===== src/rtl/burst_split.sv =====
// Burst expander: one {step, base} request yields p_nmsgs responses base + i*step.
// Optional resp_last output is enabled by defining BURST_SPLIT_LAST_EN.

module burst_split #(
  parameter int unsigned p_width = 4,
  parameter int unsigned p_nmsgs = 4
) (
  input  logic                 clk,
  input  logic                 reset,

  input  logic                 req_val,
  output logic                 req_rdy,
  input  logic [2*p_width-1:0] req_msg,

  output logic                 resp_val,
  input  logic                 resp_rdy,
  output logic [p_width-1:0]   resp_msg
`ifdef BURST_SPLIT_LAST_EN
  ,
  output logic                 resp_last
`endif
);

  localparam int unsigned c_cnt_width = $clog2(p_nmsgs + 1);
  localparam logic [c_cnt_width-1:0] LastCnt = c_cnt_width'(p_nmsgs - 1);

  if (p_nmsgs < 1) begin : g_bad_nmsgs
    $error("burst_split: p_nmsgs must be at least 1");
  end

  typedef enum logic [0:0] {StIdle, StBusy} state_e;

  state_e                 state_q, state_d;
  logic [p_width-1:0]     cur_q, cur_d;
  logic [p_width-1:0]     step_q, step_d;
  logic [c_cnt_width-1:0] cnt_q, cnt_d;

  logic               busy;
  logic               last_beat;
  logic               req_go;
  logic               resp_go;
  logic [p_width-1:0] req_step;
  logic [p_width-1:0] req_base;

  assign req_step = req_msg[2*p_width-1:p_width];
  assign req_base = req_msg[p_width-1:0];

  assign busy      = (state_q == StBusy);
  assign last_beat = busy && (cnt_q == LastCnt);

  // On the last beat a new request is accepted exactly when the final beat
  // drains, keeping back-to-back bursts at full rate.
  assign req_rdy  = !busy || (last_beat && resp_rdy);
  assign resp_val = busy;
  assign resp_msg = cur_q;

  assign req_go  = req_val && req_rdy;
  assign resp_go = resp_val && resp_rdy;

`ifdef BURST_SPLIT_LAST_EN
  assign resp_last = last_beat;
`endif

  always_comb begin
    state_d = state_q;
    cur_d   = cur_q;
    step_d  = step_q;
    cnt_d   = cnt_q;

    unique case (state_q)
      StIdle: ;
      StBusy: begin
        if (resp_go) begin
          if (!last_beat) begin
            cur_d = cur_q + step_q;
            cnt_d = cnt_q + c_cnt_width'(1);
          end else begin
            state_d = StIdle;
          end
        end
      end
      default: state_d = StIdle;
    endcase

    // A load overrides both the idle hold and the last-beat drain.
    if (req_go) begin
      state_d = StBusy;
      cur_d   = req_base;
      step_d  = req_step;
      cnt_d   = '0;
    end
  end

  always_ff @(posedge clk or posedge reset) begin
    if (reset) begin
      state_q <= StIdle;
      cur_q   <= '0;
      step_q  <= '0;
      cnt_q   <= '0;
    end else begin
      state_q <= state_d;
      cur_q   <= cur_d;
      step_q  <= step_d;
      cnt_q   <= cnt_d;
    end
  end

endmodule


===== config.mk =====
export PLATFORM = sky130hd
export DESIGN_NAME = burst_split
export DESIGN_NICKNAME = d
export VERILOG_FILES = /design/src/rtl/burst_split.sv
export SDC_FILE = /design/constraint.sdc
export NUM_CORES = 1
export LEC_CHECK = 0
export BUFFER_PORTS_ARGS = -buffer_cell sky130_fd_sc_hd__buf_4
export CELL_PAD_IN_SITES_DETAIL_PLACEMENT = 1
export CELL_PAD_IN_SITES_GLOBAL_PLACEMENT = 1
export CORE_UTILIZATION = 32
export CTS_CLUSTER_DIAMETER = 150
export DETAILED_ROUTE_END_ITERATION = 7
export PLACE_DENSITY = 0.71
export SYNTH_ARGS = -nofsm -noshare
export SYNTH_HDL_FRONTEND = slang
export SYNTH_SLANG_ARGS = --single-unit

===== constraint.sdc =====
create_clock -name clk -period 1.75 [get_ports clk]
set_input_delay 0.0875 -clock clk [delete_from_list [all_inputs] [get_ports clk]]
set_output_delay 0.0875 -clock clk [all_outputs]
set_load 0.005 [all_outputs]

Word level (Yosys, flattened, before mapping)
Index checks and enable logic that the tools add are counted.
Cells by class
  add/sub/neg operators: 2
  eq/ne operators: 2
  multiplexer cells: 12
  reductions and logical operators: 9
Operators with widths (count)
  $mux W4: 4
  $mux W3: 4
  $add A4 B4 Y4: 1
  $logic_and A1 B1 Y1: 4
  $mux W1: 4
  $reduce_bool A2 Y1: 2
  $add A3 B1 Y3 const B: 1
  $eq A3 B2 Y1 const B: 1
  $reduce_and A3 Y1: 1
  $ne A2 B1 Y1 const B: 1
  $logic_not A1 Y1: 1
  $logic_or A1 B1 Y1: 1
Word-level totals
  register bits: 12
  input port bits: 12
  output and inout bits: 6
  logic and storage cells: 29

Logic depth before layout (Yosys ltp)
Gate-level depths: netlist of run 1.
  depth in word-level cells: 7
  mapped depth: 6
  depth with buffers taken out: 6

Worst setup path before layout of run 1
Ideal clock, no wire load.
  path type: reg-to-reg
  from: reg cnt_q[0]
  to: reg step_q[0]
  library setup time: 0.125 ns
  arrival time: 1.481 ns
  required time: 1.625 ns
  path slack: 0.144 ns
  stages on the path, launching flop included: 6
  buffers on the path: 0
  period minus slack after synthesis: 1.606 ns
  cells stage by stage: dfrtp_1 > ha_1 > ha_1 > a21bo_4 > nand2_4 > mux2_2
Between the ends
  word-level cells in the longest chain between the ends: 5
Ends and longest elaborated chain
  start, declared: line 36  | logic [c_cnt_width-1:0] cnt_q, cnt_d;
  start signal, assigned: line 104  | cnt_q <= cnt_d;
  $eq A3 B2 Y1: line 49  | assign last_beat = busy && (cnt_q == LastCnt);
  $logic_and A1 B1 Y1: line 49
  $logic_and A1 B1 Y1: line 53  | assign req_rdy = !busy || (last_beat && resp_rdy);
  $logic_or A1 B1 Y1: line 53
  named net req_rdy: line 12  | output logic req_rdy,
  $logic_and A1 B1 Y1: line 57  | assign req_go = req_val && req_rdy;
  end signal, assigned: line 103  | step_q <= step_d;
  end, declared: line 35  | logic [p_width-1:0] step_q, step_d;
The timed path passes the listed nets, and every way through them passes these cells.
A chain may end at the register's enable or synchronous reset.

Final worst setup path of run 1
  from: reg cnt_q[0]
  to: reg step_q[0]
Between the ends
  word-level cells in the longest chain between the ends: 5
Ends and longest elaborated chain (line)
  $eq A3 B2 Y1: 49
  $logic_and A1 B1 Y1: 49
  $logic_and A1 B1 Y1: 53
  $logic_or A1 B1 Y1: 53
  $logic_and A1 B1 Y1: 57
No other way between the ends.

==> impl_summary.log, run 1 <==
INFO  metric postRouteWirelength = 1.56 mm
INFO  metric cts_max_level = 1
INFO  metric layout.core_utilization = 0.458
INFO  metric vias_in_the_first_global_route = 577
INFO  metric final.setup.tns = 0 ns
INFO  metric min_period = 1.71 ns
INFO  metric yosys-top-cells-area = sky130_fd_sc_hd__dfrtp_1, sky130_fd_sc_hd__ha_1, sky130_fd_sc_hd__mux2_2
INFO  metric critical-path-max-stage-delay = 0.42 ns
INFO  metric worstSetupStartpointType = register
INFO  metric grt_pass1_wl = 2.64 mm
INFO  metric clockBufferDepth = 2
INFO  metric synth-seq-cells = 12
INFO  metric skew = 0.000465 ns
INFO  metric io_buf_count = 17
INFO  metric die-area = 2480 um2
INFO  metric clk-insertion-delay-late = 0.27 ns
INFO  metric yosys.area.top_type_share = 0.411
INFO  metric worst_slew_margin_rel = 0.697
INFO  metric syn_area_per_cell = 10.7 um2
INFO  metric grt_use_total = 0.140
INFO  metric timing_max_transition_violations_final = 0
INFO  metric num_antenna_cells = 0
INFO  metric cp.arrival = 1.87 ns
INFO  metric detailroute.via_count = 580
INFO  metric yosysSeqAreaShare = 0.411
INFO  metric power-per-cell-area = 1670 nW/um2
INFO  metric layout.cell_area.non_filler = approximately 940 um2
INFO  metric required = 1.91 ns
INFO  metric crit_end_element = register
INFO  metric cap_violations = 0
INFO  metric tightest_slew = 0.454 ns
INFO  metric final_layout_size_suffix_gt1_frac = 0.344
INFO  metric synth_cells = just under 70
INFO  metric die_h = 49.8 um
INFO  metric floorplan.io_pins = 18
INFO  metric dr_wl_cell = 13.3 um
INFO  metric synthesis.area = 731 um2
INFO  metric final_worst_hold_slack = 0.0457 ns
INFO  metric route.detailed.drc = 0
INFO  metric area_growth_syn_to_layout = 29.3%
INFO  metric setup_fix_bufs_post_cts = 0
INFO  metric num_clock_sinks = 12
INFO  metric first_pass_iters = 4
INFO  metric finalNetCount = 109
INFO  metric clock-root-buffer = sky130_fd_sc_hd__clkbuf_4
INFO  metric fmax = between 500 and 600 MHz
INFO  metric outcome = finished clean
INFO  metric max-vdd-ir-drop = 0.000715 V
INFO  metric postRouteAntennaNets = 0
INFO  metric total_leakage_power = 0.000482 uW
INFO  metric cp_slowest_cell = sky130_fd_sc_hd__dfrtp_1
INFO  metric clk_pin_slew = 0.08 ns
INFO  metric crit_chain = ha_1 > ha_2 > a21bo_4 > nand2_4 > mux2_2
INFO  metric grt_start_max_net_pins = 13
INFO  metric finalSetupViolations = 0
INFO  metric hold_path_class = primary input to register
INFO  metric number_of_antenna_violations_at_the_first_check_in_global_routing = 0
INFO  metric numCtsBuffers = 3
INFO  metric fin_crit_sh = 0.979
INFO  metric core = 2060 um2
INFO  metric floorplan.initialDensity = 0.354
INFO  metric core.rowCount = 16
INFO  metric synthesis.yosys.warnings = 0
INFO  metric globalplace.congestion = 0.798
INFO  metric tritoncts = yes
INFO  metric critical_path_class = register to register
INFO  metric timing_hold_violations_final = 0
INFO  metric timing.critical_path.fanout_max = 9
INFO  metric grt.overflow.total = 0
INFO  metric detail_route.iter0.violations = 7
INFO  metric overall_die_width = roughly 50 um
INFO  metric dpl.hpwl = 1.15 mm
INFO  metric synth_cell_type_count = 24
INFO  metric placedInstanceArea = a little under 900 um2
INFO  metric synth_top_area_cell = sky130_fd_sc_hd__dfrtp_1
INFO  metric nets_in_the_synthesized_netlist = 86
INFO  metric vias_per_cell = 4.96
[synth_stat cells, drive strengths merged]
cell type and count:
o31ai 1, a21bo 1, o21ai 4, o211ai 1, xnor2 2, fa 1, a21o 2, dfrtp 12
a22o 3, nor2b 2, nand2 7, and2 1, a21oi 1, ha 5, mux2 4, inv 7
or2b 2, nand4bb 1, nand2b 1, mux2i 4, o22ai 2, nor2 4
[critical path, delay by kind of cell, from the launching register on]
kind	cells	cell delay [ns]
fa+ha+maj	2	0.45
flops	1	0.42
mux	1	0.35
compound gates	1	0.24
simple gates	1	0.13
[placed cells by master, fill, tap and decap left out, types with 2 or more instances in the layout]
master	Yosys	final
sky130_fd_sc_hd__buf_4	0	17
sky130_fd_sc_hd__dfrtp_1	12	12
sky130_fd_sc_hd__inv_1	7	7
sky130_fd_sc_hd__nand2_1	6	6
sky130_fd_sc_hd__mux2_2	4	4
sky130_fd_sc_hd__nor2_1	4	4
sky130_fd_sc_hd__mux2i_1	4	4
sky130_fd_sc_hd__ha_1	5	4
sky130_fd_sc_hd__a22o_1	3	3
sky130_fd_sc_hd__clkbuf_4	0	3
sky130_fd_sc_hd__a21o_1	2	2
sky130_fd_sc_hd__xnor2_1	2	2
sky130_fd_sc_hd__nor2b_1	2	2
sky130_fd_sc_hd__or2b_1	2	2
sky130_fd_sc_hd__o22ai_1	2	2
sky130_fd_sc_hd__o21ai_1	3	2
[layer usage]
| metal | global-route usage | part of all wire |
|---|---|---|
| met1 | 0.185 | 0.46 |
| met2 | 0.221 | 0.49 |
| met3 | 0.0494 | 0.044 |
| met4 | 0.0286 | 0.0083 |
| met5 | 0 | 0 |
[through the flow]
stage | worst slack [ns] | std cells | total power [uW]
6_report | 0.0363 | 117 | 1580
5_1_grt | -0.0350 | 117 | 1720
4_1_cts | 0.0282 | 117 | 1580
3_5_place_dp | 0.0445 | 112 | 1350
3_3_place_gp | 0.104 | 112 | 1320
2_1_floorplan | 0.144 | 68 | 1100
[sequential cells by signal, summed over array words and instances, names as in the netlist]
name,cells
resp_msg,4
step_q,4
cnt_q,3
resp_val,1
[report_power, final]
part / internal [uW] / switching (uW)
clock: 126 / 93.0
sequential: 410 / 118
combinational: 455 / 374
[cells by family (layout without fill, tap and decap cells)]
| kind of cell | after synthesis | in the layout | share of synthesized area |
|---|---|---|---|
| adders and majority gates | 6 | 6 | 0.113 |
| DFF | 12 | 12 | 0.411 |
| and+or+nand+nor | 18 | 18 | 0.137 |
| muxes | 8 | 8 | 0.116 |
| xor gates and xnor gates | 2 | 2 | 0.0240 |
| AOI/OAI and AO/OA | 15 | 15 | 0.163 |
| buffers and inverters | 7 | 29 | 0.0360 |
[final timing paths]
check	slack (ns)	start	depth (start not counted)	to
max in group asynchronous	1.06	reset	3	resp_msg[1]$_DFFE_PP0P_
setup reg to reg	0.04	cnt_q[0]$_DFFE_PP0P_	5	step_q[0]$_DFFE_PP0P_
hold reg to reg	0.51	cnt_q[2]$_DFFE_PP0P_	1	cnt_q[2]$_DFFE_PP0P_
hold / removal	0.05	req_msg[5]	2	step_q[1]$_DFFE_PP0P_
min in group asynchronous	0.38	reset	3	cnt_q[1]$_DFFE_PP0P_
setup / recovery	0.04	cnt_q[0]$_DFFE_PP0P_	5	step_q[0]$_DFFE_PP0P_
[cell type report]
cell class	count	area, um2
clock buffer	4	36.3
fill	240	1120
inverter	7	26.3
multi-input combinational	49	410
sequential	12	300
tap	27	33.8
timing repair buffer	18	138
[what timing repair did]
item | CTS | global route
gates resized for setup | 0 | 2
hold endpoints to repair | 12 | 0
endpoints found under the setup margin | 0 | 7
hold buffers | 1 | 0
Power figures use the tool's default switching activity.
==> inputs of run 2 (changes only) <==
ABC_AREA = 1   (was default)
CORE_UTILIZATION = 30   (was 32)
PLACE_DENSITY = 0.7   (was 0.71)
==> impl_summary.log, run 2 <==
INFO  metric outcome = finished clean
INFO  metric detailroute.via_count = 614 (+5.9%)
INFO  metric synth-edff-count = 0 (unchanged)
INFO  metric syn_area_per_cell = 8.09 um2 (-25%)
INFO  metric timing_hold_violations_final = 0 (unchanged)
INFO  metric synth-seq-cells = 12 (unchanged)
INFO  metric num_antenna_cells = 0 (unchanged)
INFO  metric vias_per_cell = 4.39 (-12%)
INFO  metric synth_top_flop_cell = sky130_fd_sc_hd__dfrtp_1
INFO  metric regArea = 300 um2 (unchanged)
INFO  metric worstSetupStartpointType = register
INFO  metric tritoncts = yes
INFO  metric hold_path_class = primary input to register
INFO  metric detail_route.iter0.violations = 6 (-1)
INFO  metric critical-path-max-stage-delay = 0.40 ns (-0.02 ns)
INFO  metric cp.arrival = 1.46 ns (-0.41 ns)
INFO  metric nets_in_the_synthesized_netlist = 108 (+26%)
INFO  metric final_layout_size_suffix_gt1_frac = 0.286 (-0.0587)
INFO  metric multi_input_area = 365 um2 (-11%)
INFO  metric route.detailed.drc = 0 (unchanged)
INFO  metric synthesis.yosys.warnings = 0 (unchanged)
INFO  metric clk-insertion-delay-late = 0.27 ns (about the same)
INFO  metric mostFrequentLayoutCells = sky130_fd_sc_hd__nand2_1, sky130_fd_sc_hd__buf_4, sky130_fd_sc_hd__inv_1
INFO  metric crit_end_element = output port
INFO  metric clock-root-buffer = sky130_fd_sc_hd__clkbuf_4
INFO  metric grt_setup_unrepaired = false
INFO  metric number_of_antenna_violations_at_the_first_check_in_global_routing = 0 (unchanged)
INFO  metric fillCellCount = 302 (+26%)
INFO  metric grt_pass1_wl = 2.68 mm (+1.3%)
INFO  metric timing_max_transition_violations_final = 0 (unchanged)
INFO  metric floorplan.io_pins = 18 (unchanged)
INFO  metric overall_die_width = 51.3 um (+3.0%)
INFO  metric core = 2250 um2 (+9.3%)
INFO  metric finalNetCount = 131 (+20%)
INFO  metric postRouteAntennaNets = 0 (unchanged)
INFO  metric cts_max_level = 1 (unchanged)
INFO  metric yosys.area.top_type_share = 0.412 (+0.00141)
INFO  metric critical_path_class = register to output port
INFO  metric max-vdd-ir-drop = 0.000638 V (-11%)
INFO  metric setup_fix_bufs_post_cts = 0 (unchanged)
INFO  metric fmax = 645 MHz (+11%)
INFO  metric power-per-cell-area = 1570 nW/um2 (-6.0%)
INFO  metric skew = 0.00383 ns (+0.00336 ns)
INFO  metric io_buf_count = 17 (unchanged)
INFO  metric synth_cell_type_count = 19 (-21%)
INFO  metric clk_pin_slew = 0.07 ns (about the same)
INFO  metric crit_chain = ha_1 > ha_1 > inv_1 > nand2_4 > nand2_1 > inv_1 > buf_4
INFO  metric tightest_slew = 0.476 ns (+0.0230 ns)
INFO  metric cap_violations = 0 (unchanged)
INFO  metric first_pass_iters = 2 (-2)
INFO  metric reg2reg_from = resp_msg[0]$_DFFE_PP0P_
INFO  metric fin_crit_sh = 0.886 (-0.0937)
INFO  metric cp_slowest_cell = sky130_fd_sc_hd__dfrtp_1
INFO  metric numCtsBuffers = 3 (unchanged)
INFO  metric total_leakage_power = 0.000518 uW (+7.6%)
INFO  metric yosysSeqAreaShare = 0.412 (+0.00141)
INFO  metric globalplace.congestion = 0.732 (-8.3%)
INFO  metric synth_cells = 90 (+32%)
INFO  metric worst-path-buf-inv = 3 (+3)
INFO  metric num_clock_sinks = 12 (unchanged)
INFO  metric required = 1.66 ns (-0.25 ns)
INFO  metric synthesis.area = 728 um2 (-0.34%)
INFO  metric synth.most_common_cell = sky130_fd_sc_hd__nand2_1
INFO  metric floorplan.initialDensity = 0.323 (-0.0314)
INFO  metric postRouteWirelength = 1.55 mm (-0.38%)
INFO  metric synth_cell_count_leaders = sky130_fd_sc_hd__nand2_1, sky130_fd_sc_hd__inv_1, sky130_fd_sc_hd__dfrtp_1
INFO  metric die-area = 2630 um2 (+6.0%)
INFO  metric timing.hold.worst.start = req_msg[4]
INFO  metric yosys-top-cells-area = sky130_fd_sc_hd__dfrtp_1, sky130_fd_sc_hd__nand2_1, sky130_fd_sc_hd__ha_1
INFO  metric area_growth_syn_to_layout = 28.7%
INFO  metric grt.overflow.total = 0 (unchanged)
INFO  metric vias_in_the_first_global_route = 611 (+5.9%)
INFO  metric grt_start_max_net_pins = 13 (unchanged)
INFO  metric layout_setup_ws = 0.200 ns (+0.164 ns)
INFO  metric finalSetupViolations = 0 (unchanged)
INFO  metric min_period = 1.55 ns (-0.164 ns)
INFO  metric die_h = 51.3 um (+3.0%)
INFO  metric place_worst_setup_slack = 0.298 ns (+0.253 ns)
INFO  metric core.rowCount = 17 (+1)
INFO  metric final.setup.tns = 0 ns (unchanged)
INFO  metric final_common_cell = sky130_fd_sc_hd__nand2_1
INFO  metric synth-async-reset-ratio = 1.00 (unchanged)
INFO  metric dr_wl_cell = 11.1 um (-17%)
INFO  metric clockBufferDepth = 2 (unchanged)
INFO  metric synth_top_area_cell = sky130_fd_sc_hd__dfrtp_1
INFO  metric grt_use_total = 0.142 (+0.00179)
INFO  metric crit_family = flip-flops
INFO  metric dpl.hpwl = 1.32 mm (+15%)
INFO  metric timing.critical_path.fanout_max = 4 (-5)
INFO  metric worst_slew_margin_rel = 0.682 (-0.0153)
INFO  metric startpoint = cnt_q[0]$_DFFE_PP0P_
run 2: cell count changes after synthesis, sizes merged, moves of 3 or more:
cell   delta
a22o      -3
nand3     +5
inv       +9
nand2    +29
mux2i     -4
mux2      -4
run 2: path summary, 6_finish.rpt:
path / to / slack, ns / cells past startpoint
setup / recovery: req_rdy / 0.20 / 7
hold / removal: step_q[0]$_DFFE_PP0P_ / 0.01 / 3
setup reg to reg: resp_msg[2]$_DFFE_PP0P_ / 0.28 / 7
hold reg to reg: cnt_q[1]$_DFFE_PP0P_ / 0.49 / 2
max in group asynchronous: step_q[2]$_DFFE_PP0P_ / 1.04 / 3
min in group asynchronous: cnt_q[2]$_DFFE_PP0P_ / 0.39 / 3
run 2: routing by layer:
metal | GRT usage | vias to the layer above | share of wire
met5 | 0 | - | 0
met4 | 0.0405 | 0 | 0.0077
met2 | 0.243 | 12 | 0.51
met1 | 0.164 | 282 | 0.44
li1 | - | 318 | -
met3 | 0.0536 | 2 | 0.041
run 2: stage by stage:
stage / hold WS [ns] / area [um2] / instances / util / total power, uW
5_1_grt: 0.0142 / 937 / 140 / 0.416 / 1620
3_3_place_gp: 0.147 / 891 / 135 / 0.395 / 1230
4_1_cts: 0.00663 / 937 / 140 / 0.416 / 1500
3_5_place_dp: 0.144 / 891 / 135 / 0.395 / 1270
2_1_floorplan: -0.0478 / 728 / 90 / - / 1020
6_report: 0.0106 / 937 / 140 / 0.416 / 1470
run 2: timing repair:
item	4_1_cts	5_1_grt
endpoints found under the setup margin	0	0
endpoints found under the hold margin	12	0
hold buffers	1	0
resized for setup	0	0
run 2: area by class of cell:
| class | count | share of cell area |
|---|---|---|
| clock buffers | 4 | 0.0387 |
| well taps | 28 | 0.0374 |
| multi-input cells | 62 | 0.390 |
| repair buffers | 18 | 0.147 |
| inverters | 16 | 0.0668 |
| flip-flops and latches | 12 | 0.320 |
run 2: cell families after synthesis:
| family | after synthesis | synth area share |
|---|---|---|
| adder cells (fa/ha/maj) | 6 | 0.113 |
| AO/OA/AOI/OAI | 8 | 0.0911 |
| flip-flops | 12 | 0.412 |
| XOR/XNOR | 1 | 0.0120 |
| AND/OR/NAND/NOR | 47 | 0.285 |
| buffers and inverters | 16 | 0.0859 |
run 2: where the power goes:
group	internal (uW)	leakage, uW	switching, uW	total (uW)
registers	405	0.000145	91.1	496
logic	348	0.000353	405	753
clock network	127	0.0000210	93.9	220
run 2: tightest hold or removal path, cell delays in order:
cell	delay (ns)
sky130_fd_sc_hd__buf_4	0.07
sky130_fd_sc_hd__nand2_1	0.04
sky130_fd_sc_hd__nand2_1	0.05
